===== src/rtl/imm_encoder_if.sv =====
// Request/response bundle for imm_encoder. The master modport issues requests and consumes
// packed words; the slave modport is the encoder side.
interface imm_encoder_if #(
  parameter int unsigned ADDR_W = 8
);
  logic              in_valid;
  logic              in_ready;
  logic [1:0]        in_fmt;
  logic [4:0]        in_rd;
  logic [4:0]        in_rs1;
  logic [4:0]        in_rs2;
  logic [2:0]        in_funct3;
  logic [63:0]       in_imm;
  logic              out_valid;
  logic              out_ready;
  logic [31:0]       out_instr;
  logic [ADDR_W-1:0] out_addr;
  logic              err;
  logic [7:0]        err_cnt;

  modport master (
    output in_valid, in_fmt, in_rd, in_rs1, in_rs2, in_funct3, in_imm, out_ready,
    input  in_ready, out_valid, out_instr, out_addr, err, err_cnt
  );

  modport slave (
    input  in_valid, in_fmt, in_rd, in_rs1, in_rs2, in_funct3, in_imm, out_ready,
    output in_ready, out_valid, out_instr, out_addr, err, err_cnt
  );
endinterface


===== src/rtl/imm_encoder.sv =====
// Packs load/store/branch fields into RV64 instruction words behind a one-entry valid/ready
// output stage. Define IMM_ENC_RANGE_CHECK_EN to reject immediates outside -2048..2047.
module imm_encoder #(
  parameter int unsigned ADDR_W    = 8,
  parameter int unsigned BASE_ADDR = 0,
  parameter int unsigned ADDR_STEP = 4
) (
  input logic          clk,
  input logic          reset,
  imm_encoder_if.slave bus
);

  typedef enum logic [1:0] {
    FmtLoad    = 2'b00,
    FmtStore   = 2'b01,
    FmtIllegal = 2'b10,
    FmtBranch  = 2'b11
  } fmt_e;

  typedef enum logic {StEmpty, StFull} state_e;

  localparam logic [6:0] OpLoad   = 7'b0000011;
  localparam logic [6:0] OpStore  = 7'b0100011;
  localparam logic [6:0] OpBranch = 7'b1100011;

  localparam logic [ADDR_W-1:0] AddrBase = ADDR_W'(BASE_ADDR);
  localparam logic [ADDR_W-1:0] AddrStep = ADDR_W'(ADDR_STEP);

  state_e            state_q;
  logic [31:0]       instr_q;
  logic [ADDR_W-1:0] addr_q;
  logic              err_q;
  logic [7:0]        err_cnt_q;

  fmt_e        fmt;
  logic [11:0] imm12;
  logic [31:0] packed_instr;
  logic        fmt_ok;
  logic        imm_ok;
  logic        legal;
  logic        accept;
  logic        out_hs;

  assign fmt    = fmt_e'(bus.in_fmt);
  assign imm12  = bus.in_imm[11:0];
  assign fmt_ok = (fmt != FmtIllegal);

`ifdef IMM_ENC_RANGE_CHECK_EN
  // Bits 63:11 all equal means the value survives truncation to a signed 12-bit field.
  assign imm_ok = (&bus.in_imm[63:11]) | ~(|bus.in_imm[63:11]);
`else
  logic unused_imm_hi;
  assign unused_imm_hi = ^bus.in_imm[63:12];
  assign imm_ok        = 1'b1;
`endif

  assign legal  = fmt_ok & imm_ok;
  assign accept = bus.in_valid & bus.in_ready;
  assign out_hs = (state_q == StFull) & bus.out_ready;

  always_comb begin
    packed_instr = '0;
    case (fmt)
      FmtLoad: begin
        packed_instr = {imm12, bus.in_rs1, bus.in_funct3, bus.in_rd, OpLoad};
      end
      FmtStore: begin
        packed_instr = {imm12[11:5], bus.in_rs2, bus.in_rs1, bus.in_funct3, imm12[4:0], OpStore};
      end
      FmtBranch: begin
        // Halfword offset: bit 10 lands in instr[7], bits 3:0 in instr[11:8].
        packed_instr = {imm12[11], imm12[9:4], bus.in_rs2, bus.in_rs1, bus.in_funct3,
                        imm12[3:0], imm12[10], OpBranch};
      end
      default: packed_instr = '0;
    endcase
  end

  always_ff @(posedge clk) begin
    if (reset) begin
      state_q   <= StEmpty;
      instr_q   <= '0;
      addr_q    <= AddrBase;
      err_q     <= 1'b0;
      err_cnt_q <= '0;
    end else begin
      if (out_hs) begin
        addr_q <= addr_q + AddrStep;
      end

      if (accept && legal) begin
        state_q <= StFull;
        instr_q <= packed_instr;
      end else if (out_hs) begin
        state_q <= StEmpty;
      end

      if (accept && !legal) begin
        err_q <= 1'b1;
        if (err_cnt_q != 8'hFF) begin
          err_cnt_q <= err_cnt_q + 8'd1;
        end
      end
    end
  end

  assign bus.in_ready  = (state_q == StEmpty) | bus.out_ready;
  assign bus.out_valid = (state_q == StFull);
  assign bus.out_instr = instr_q;
  assign bus.out_addr  = addr_q;
  assign bus.err       = err_q;
  assign bus.err_cnt   = err_cnt_q;

endmodule


===== src/flat_wrapper.sv =====
// flat-port wrapper written by rule: the top's interface ports become plain ports
module imm_encoder_flat 
#(
  parameter int unsigned ADDR_W    = 8,
  parameter int unsigned BASE_ADDR = 0,
  parameter int unsigned ADDR_STEP = 4
)
  (clk, reset, bus_in_valid, bus_in_fmt, bus_in_rd, bus_in_rs1, bus_in_rs2, bus_in_funct3, bus_in_imm, bus_out_ready, bus_in_ready, bus_out_valid, bus_out_instr, bus_out_addr, bus_err, bus_err_cnt);
  imm_encoder_if #(.ADDR_W(ADDR_W)) bus_i ();
  input logic clk;
  input logic reset;
  input wire logic [$bits(bus_i.in_valid)-1:0] bus_in_valid;
  input wire logic [$bits(bus_i.in_fmt)-1:0] bus_in_fmt;
  input wire logic [$bits(bus_i.in_rd)-1:0] bus_in_rd;
  input wire logic [$bits(bus_i.in_rs1)-1:0] bus_in_rs1;
  input wire logic [$bits(bus_i.in_rs2)-1:0] bus_in_rs2;
  input wire logic [$bits(bus_i.in_funct3)-1:0] bus_in_funct3;
  input wire logic [$bits(bus_i.in_imm)-1:0] bus_in_imm;
  input wire logic [$bits(bus_i.out_ready)-1:0] bus_out_ready;
  output wire logic [$bits(bus_i.in_ready)-1:0] bus_in_ready;
  output wire logic [$bits(bus_i.out_valid)-1:0] bus_out_valid;
  output wire logic [$bits(bus_i.out_instr)-1:0] bus_out_instr;
  output wire logic [$bits(bus_i.out_addr)-1:0] bus_out_addr;
  output wire logic [$bits(bus_i.err)-1:0] bus_err;
  output wire logic [$bits(bus_i.err_cnt)-1:0] bus_err_cnt;
  assign bus_i.in_valid = bus_in_valid;
  assign bus_i.in_fmt = bus_in_fmt;
  assign bus_i.in_rd = bus_in_rd;
  assign bus_i.in_rs1 = bus_in_rs1;
  assign bus_i.in_rs2 = bus_in_rs2;
  assign bus_i.in_funct3 = bus_in_funct3;
  assign bus_i.in_imm = bus_in_imm;
  assign bus_i.out_ready = bus_out_ready;
  assign bus_in_ready = bus_i.in_ready;
  assign bus_out_valid = bus_i.out_valid;
  assign bus_out_instr = bus_i.out_instr;
  assign bus_out_addr = bus_i.out_addr;
  assign bus_err = bus_i.err;
  assign bus_err_cnt = bus_i.err_cnt;
  imm_encoder #(.ADDR_W(ADDR_W), .BASE_ADDR(BASE_ADDR), .ADDR_STEP(ADDR_STEP)) u_core (.clk(clk), .reset(reset), .bus(bus_i));
endmodule

===== config.mk =====
export PLATFORM = sky130hd
export DESIGN_NAME = imm_encoder_flat
export DESIGN_NICKNAME = d
export VERILOG_FILES = /design/src/rtl/imm_encoder_if.sv /design/src/rtl/imm_encoder.sv /design/src/flat_wrapper.sv
export SDC_FILE = /design/constraint.sdc
export NUM_CORES = 1
export LEC_CHECK = 0
export CAP_MARGIN = 20
export CORE_UTILIZATION = 35
export CTS_CLUSTER_DIAMETER = 150
export DETAILED_ROUTE_END_ITERATION = 10
export PLACE_DENSITY = 0.81
export SLEW_MARGIN = 20
export SYNTH_ARGS = -nofsm -noshare
export SYNTH_HDL_FRONTEND = slang
export SYNTH_SLANG_ARGS = --single-unit
export TNS_END_PERCENT = 30

===== constraint.sdc =====
create_clock -name clk -period 2.14 [get_ports clk]
set_clock_uncertainty 0.15 [all_clocks]
set_input_delay 0.321 -clock clk [delete_from_list [all_inputs] [get_ports clk]]
set_output_delay 0.321 -clock clk [all_outputs]
set_load 0.02 [all_outputs]

Word-level counts from Yosys, hierarchy flattened --
Index checks and enable logic that the tools add are counted.
Cells by class: $add $sub $neg 2, equal/unequal tests 4, bitwise operators 4, mux-type cells 3, reductions and logical operators 6
Operator list (number):
- one-hot mux 32 bit (3 select lines) | 1
- adder 8 x 1 -> 8 bit, second input constant | 1
- adder 8 x 3 -> 8 bit, second input constant | 1
- inequality test 8 bit, second input constant | 1
- AND 1 bit | 2
- equality test 2 x 1 -> 1 bit, second input constant | 1
- equality test 2 bit, second input constant | 1
- logical AND 1 bit | 2
- logical NOT 2 bit | 1
- two-way mux 1 bit | 2
- inequality test 2 bit, second input constant | 1
- AND reduction 2 bit | 1
- nonzero test 2 bit | 1
- logical NOT 1 bit | 1
- NOT 1 bit | 1
- bitwise OR 1 bit | 1
Word-level totals: bits of input ports 88, output and inout port bits 51, register bits 50, logic and storage cells 24

Depth between registers and ports, before layout --
depth after elaboration 5, depth in mapped cells 6, depth with buffers taken out 5

Worst setup path after synthesis --
Ideal clock, no wire load.
path kind register to register, from reg u_core.err_cnt_q[0] (netlist: u_core.bus.err_cnt[0]), to reg u_core.err_cnt_q[5] (netlist: u_core.bus.err_cnt[5]), stages on the path, launching flop included 6, path slack 0.407 ns, path buffers 0, library setup time 0.121 ns, arrival 1.462 ns, required time 1.869 ns, clock period less this slack 1.733 ns, cell sequence dfxtp_1 > ha_1 > nand3_1 > nor2_1 > nor4_1 > mux2_2
Between the ends: word-level cells in the longest chain between the ends 2, elaborated cells between the ends (all ways) 3, classes of those cells add/sub (1); eq/ne (1); reduce/logical (1)
Ends and longest elaborated chain:
- start, declared | RTL line imm_encoder.sv:33 | logic [7:0] err_cnt_q;
- start signal, assigned | RTL line imm_encoder.sv:101 | err_cnt_q <= err_cnt_q + 8'd1;
- parallel branches: the longest is 2 deep, another holds adder 8 x 1 -> 8 bit
Parallel ways; which one is timed is not known. A chain may end at the register's enable or synchronous reset.

Worst setup path after layout --
from in bus_out_ready, to out bus_in_ready
Between the ends: word-level cells in the longest chain between the ends 1
Ends and longest elaborated chain:
- start, declared | RTL line flat_wrapper.sv:19 | input wire logic [$bits(bus_i.out_ready)-1:0] bus_out_ready;
- bitwise OR 1 bit | RTL line imm_encoder.sv:107 | assign bus.in_ready = (state_q == StEmpty) | bus.out_ready;
- end, declared | RTL line flat_wrapper.sv:20 | output wire logic [$bits(bus_i.in_ready)-1:0] bus_in_ready;
Every way passes these cells.

==> run_results.csv <==
group,metric,value,unit
logic_synthesis,avgSynthCellArea,8.56,sq um
logic_synthesis,ys_ff_latch,44,
die,die_area,0.00588,sq mm
sta,min_period_over_period,97.2,%
die,pin_count,139,
sta,rsz0062_at_grt,"no",
die,die_w,76.7,um
global_route,grt_pass1_wl,8.74,mm
die,start_util,37.2,%
global_route,grt_max_degree,27,
logic_synthesis,synth_commonest_cells,"dfxtp_1 (44), nor2_1 (33), nand2_1 (24), a21oi_1 (18), nor3_1 (14)",
power_and_ir_drop,total_power,1.92,mW
placed_design,io_buffers,81,
worst_setup_path,reg2reg_setup_slack,340,ps
worst_setup_path,cp_max_fo,3,
sta,setup_viol,0,
min_path,hp-start,"reset",
clocking,h-tree-depth,2,
global_route,grt_pass1_vias,1815,
logic_synthesis,yosys-top-cells-area,"dfxtp_1 (45%), nor2_1 (6.4%), a221oi_1 (4.9%), a21oi_1 (4.6%), nand2_1 (4.6%)",
sta,max_freq,481,MHz
logic_synthesis,syn_area,0.00195,sq mm
worst_setup_path,rr_startpoint,"u_core.bus.err_cnt[0]$_SDFFE_PP0P_",
worst_setup_path,critPathRequiredTime,1670,ps
clocking,clk_pin_slew,80,ps
power_and_ir_drop,p_leak,1.09,nW
logic_synthesis,synth_flop_cell,"dfxtp_1",
run_status,outcome,"finished clean",
worst_setup_path,cp_data_arrival_time,1610,ps
route,via_per_inst,5.09,
min_path,hp-class,"in2reg",
clocking,cts-root-buf,"clkbuf_8",
sta,final.setup.tns,0,ps
logic_synthesis,yosys.area.top_type,"dfxtp_1",
worst_setup_path,cp-end-kind,"output port",
placed_design,dpl.hpwl,3.76,mm
route,first_iter_violations,46,
cells_and_area,area_growth,52.5,%
cells_and_area,drive_above_1_share,10.8,%
route,routedWlPerCell,13.3,um
die,die_y,76.7,um
logic_synthesis,synth_edf_count,0,
worst_setup_path,worstReg2RegEnd,"u_core.bus.err_cnt[5]$_SDFFE_PP0P_",
power_and_ir_drop,p_per_area,645,mW/mm^2
route,drt-total-wl,5.13,mm
clocking,cts_tree,"done",
die,coreArea,0.00524,sq mm
clocking,cts_num_sinks,44,
global_route,grt_antenna_before_repair,0,
logic_synthesis,ys_seq_area_share,45.2,%
clocking,clk_latency,290,ps
route,routed-via-count,1961,
worst_setup_path,worst-setup-path-type,"in2out",
worst_setup_path,reg2reg_depth,5,
route,route.detailed.drc,0,
sta,timing.final.crit_period,2080,ps
clocking,cts_hold_buffers,0,
logic_synthesis,ys_types,38,
min_path,min_path_cells,2,
worst_setup_path,crit_path_start_kind,"input pin",
route,drtAntennaViolNets,0,
clocking,cts_max_path_buffers,2,
cells_and_area,nets,404,
logic_synthesis,synth_top_area_share,45.2,%
sta,slew_headroom,66.0,%
clocking,cts_buffers,5,
sta,hold_viol,0,
logic_synthesis,yosys_warnings,0,
cells_and_area,num_antenna_cells,0,
global_route,grt.total_usage,18.4,%
sta,final_max_slew_viol_count,0,
die,rows,26,
logic_synthesis,async_flop_share,0,%
power_and_ir_drop,ir_drop,427,uV
logic_synthesis,synth.most_common_cell,"dfxtp_1",
clocking,postCtsSetupRepairBufs,0,
min_path,hold_end,"u_core.bus.err_cnt[2]$_SDFFE_PP0P_",
clocking,ctsResizeCount,0,
placed_design,place.gp.congestion,0.775,
logic_synthesis,syn-instance-count,228,
sta,tightestPinTransition,508,ps
flow_run,drv_cap,0,
route,dr.pass1.iters,4,
global_route,grt.overflow.total,0,
## worst max-delay path by stage
| stage | slack, ps | startpoint | cells past startpoint | end |
|---|---|---|---|---|
| after floorplan | 410 | u_core.bus.err_cnt[0]$_SDFFE_PP0P_ | 5 | u_core.bus.err_cnt[5]$_SDFFE_PP0P_ |
| after global placement | 5 | bus_out_ready | 6 | u_core.bus.err_cnt[5]$_SDFFE_PP0P_ |
| after detailed placement | 9 | bus_in_fmt[0] | 7 | u_core.bus.out_instr[9]$_SDFFE_PP0P_ |
| after CTS | 50 | bus_out_ready | 4 | bus_in_ready |
| after global routing | 20 | bus_out_ready | 4 | bus_in_ready |
| final | 60 | bus_out_ready | 4 | bus_in_ready |
## per-stage QoR
step / area (sq um) / hold slack [ps] / std cells / util (%) / setup WS [ps]
after floorplan: 1970 / 307 / 232 / - / 407
after global placement: 2870 / 292 / 377 / 54.7 / 5.11
after detailed placement: 2870 / 300 / 377 / 54.7 / 8.57
after CTS: 2970 / 152 / 385 / 56.8 / 45.6
after global routing: 2970 / 162 / 385 / 56.8 / 16.6
final: 2970 / 155 / 385 / 56.8 / 59.7
## kinds of logic (layout without fill, tap and decap cells)
logic type | after synthesis | after routing | share of synthesized area [%]
AOI/OAI and AO/OA | 47 | 47 | 16.0
xor gates and xnor gates | 5 | 5 | 2.24
muxes | 7 | 7 | 3.98
adders and majority gates | 2 | 2 | 1.28
and+or+nand+nor | 96 | 96 | 24.1
other | 1 | 5 | 0.192
buffers and inverters | 26 | 109 | 6.99
DFF | 44 | 44 | 45.2
## cell type report
| type | instances | area, sq um |
|---|---|---|
| well taps | 70 | 87.6 |
| clock inverters | 2 | 35.0 |
| clock buffers | 6 | 72.6 |
| inverters | 5 | 18.8 |
| multi-input cells | 162 | 948 |
| flip-flops and latches | 44 | 881 |
| fillers | 492 | 2260 |
| repair buffers | 96 | 931 |
## where the power goes
group	internal (mW)	switching, mW	total, mW
logic	0.205	0.198	0.403
clock network	0.347	0.281	0.628
registers	0.862	0.0265	0.889
total	1.41	0.506	1.92
## sequential cells by signal, indices dropped and copies added, names as in the netlist
register              count
u_core.bus.out_valid      1
u_core.bus.err            1
u_core.bus.out_addr       6
u_core.bus.out_instr     28
u_core.bus.err_cnt        8
## routing by layer
| layer | part of all wire (%) | routed length (um) | track usage, % | up-vias |
|---|---|---|---|---|
| met5 | 0 | 0 | 0 | - |
| li1 | - | - | - | 974 |
| met1 | 44 | 2250 | 23.6 | 915 |
| met4 | 1.6 | 81 | 5.96 | 0 |
| met3 | 7.7 | 393 | 5.71 | 8 |
| met2 | 47 | 2400 | 29.2 | 64 |
## worst max-delay path, cell delays in order
cell and delay (ps):
clkdlybuf4s50_1 540, nor2b_4 60, inv_2 80, clkdlybuf4s50_1 610
## layout by cell type (no fill, tap or decap), types with 2 or more instances in the layout
cell and n:
a21oi_1 18, a221oi_1 11, a311oi_1 5, and4_1 2, buf_4 14, clkbuf_8 5
clkdlybuf4s50_1 80, conb_1 5, dfxtp_1 44, ha_1 2, inv_1 4, mux2_2 6
nand2_1 24, nand3_1 6, nand4_1 3, nor2_1 33, nor2b_4 2, nor3_1 14
nor4_1 2, o21ai_0 3, o22ai_1 5, o31ai_1 3, or3_1 2, or4_1 2
xor2_1 4
Power figures use the tool's default switching activity.
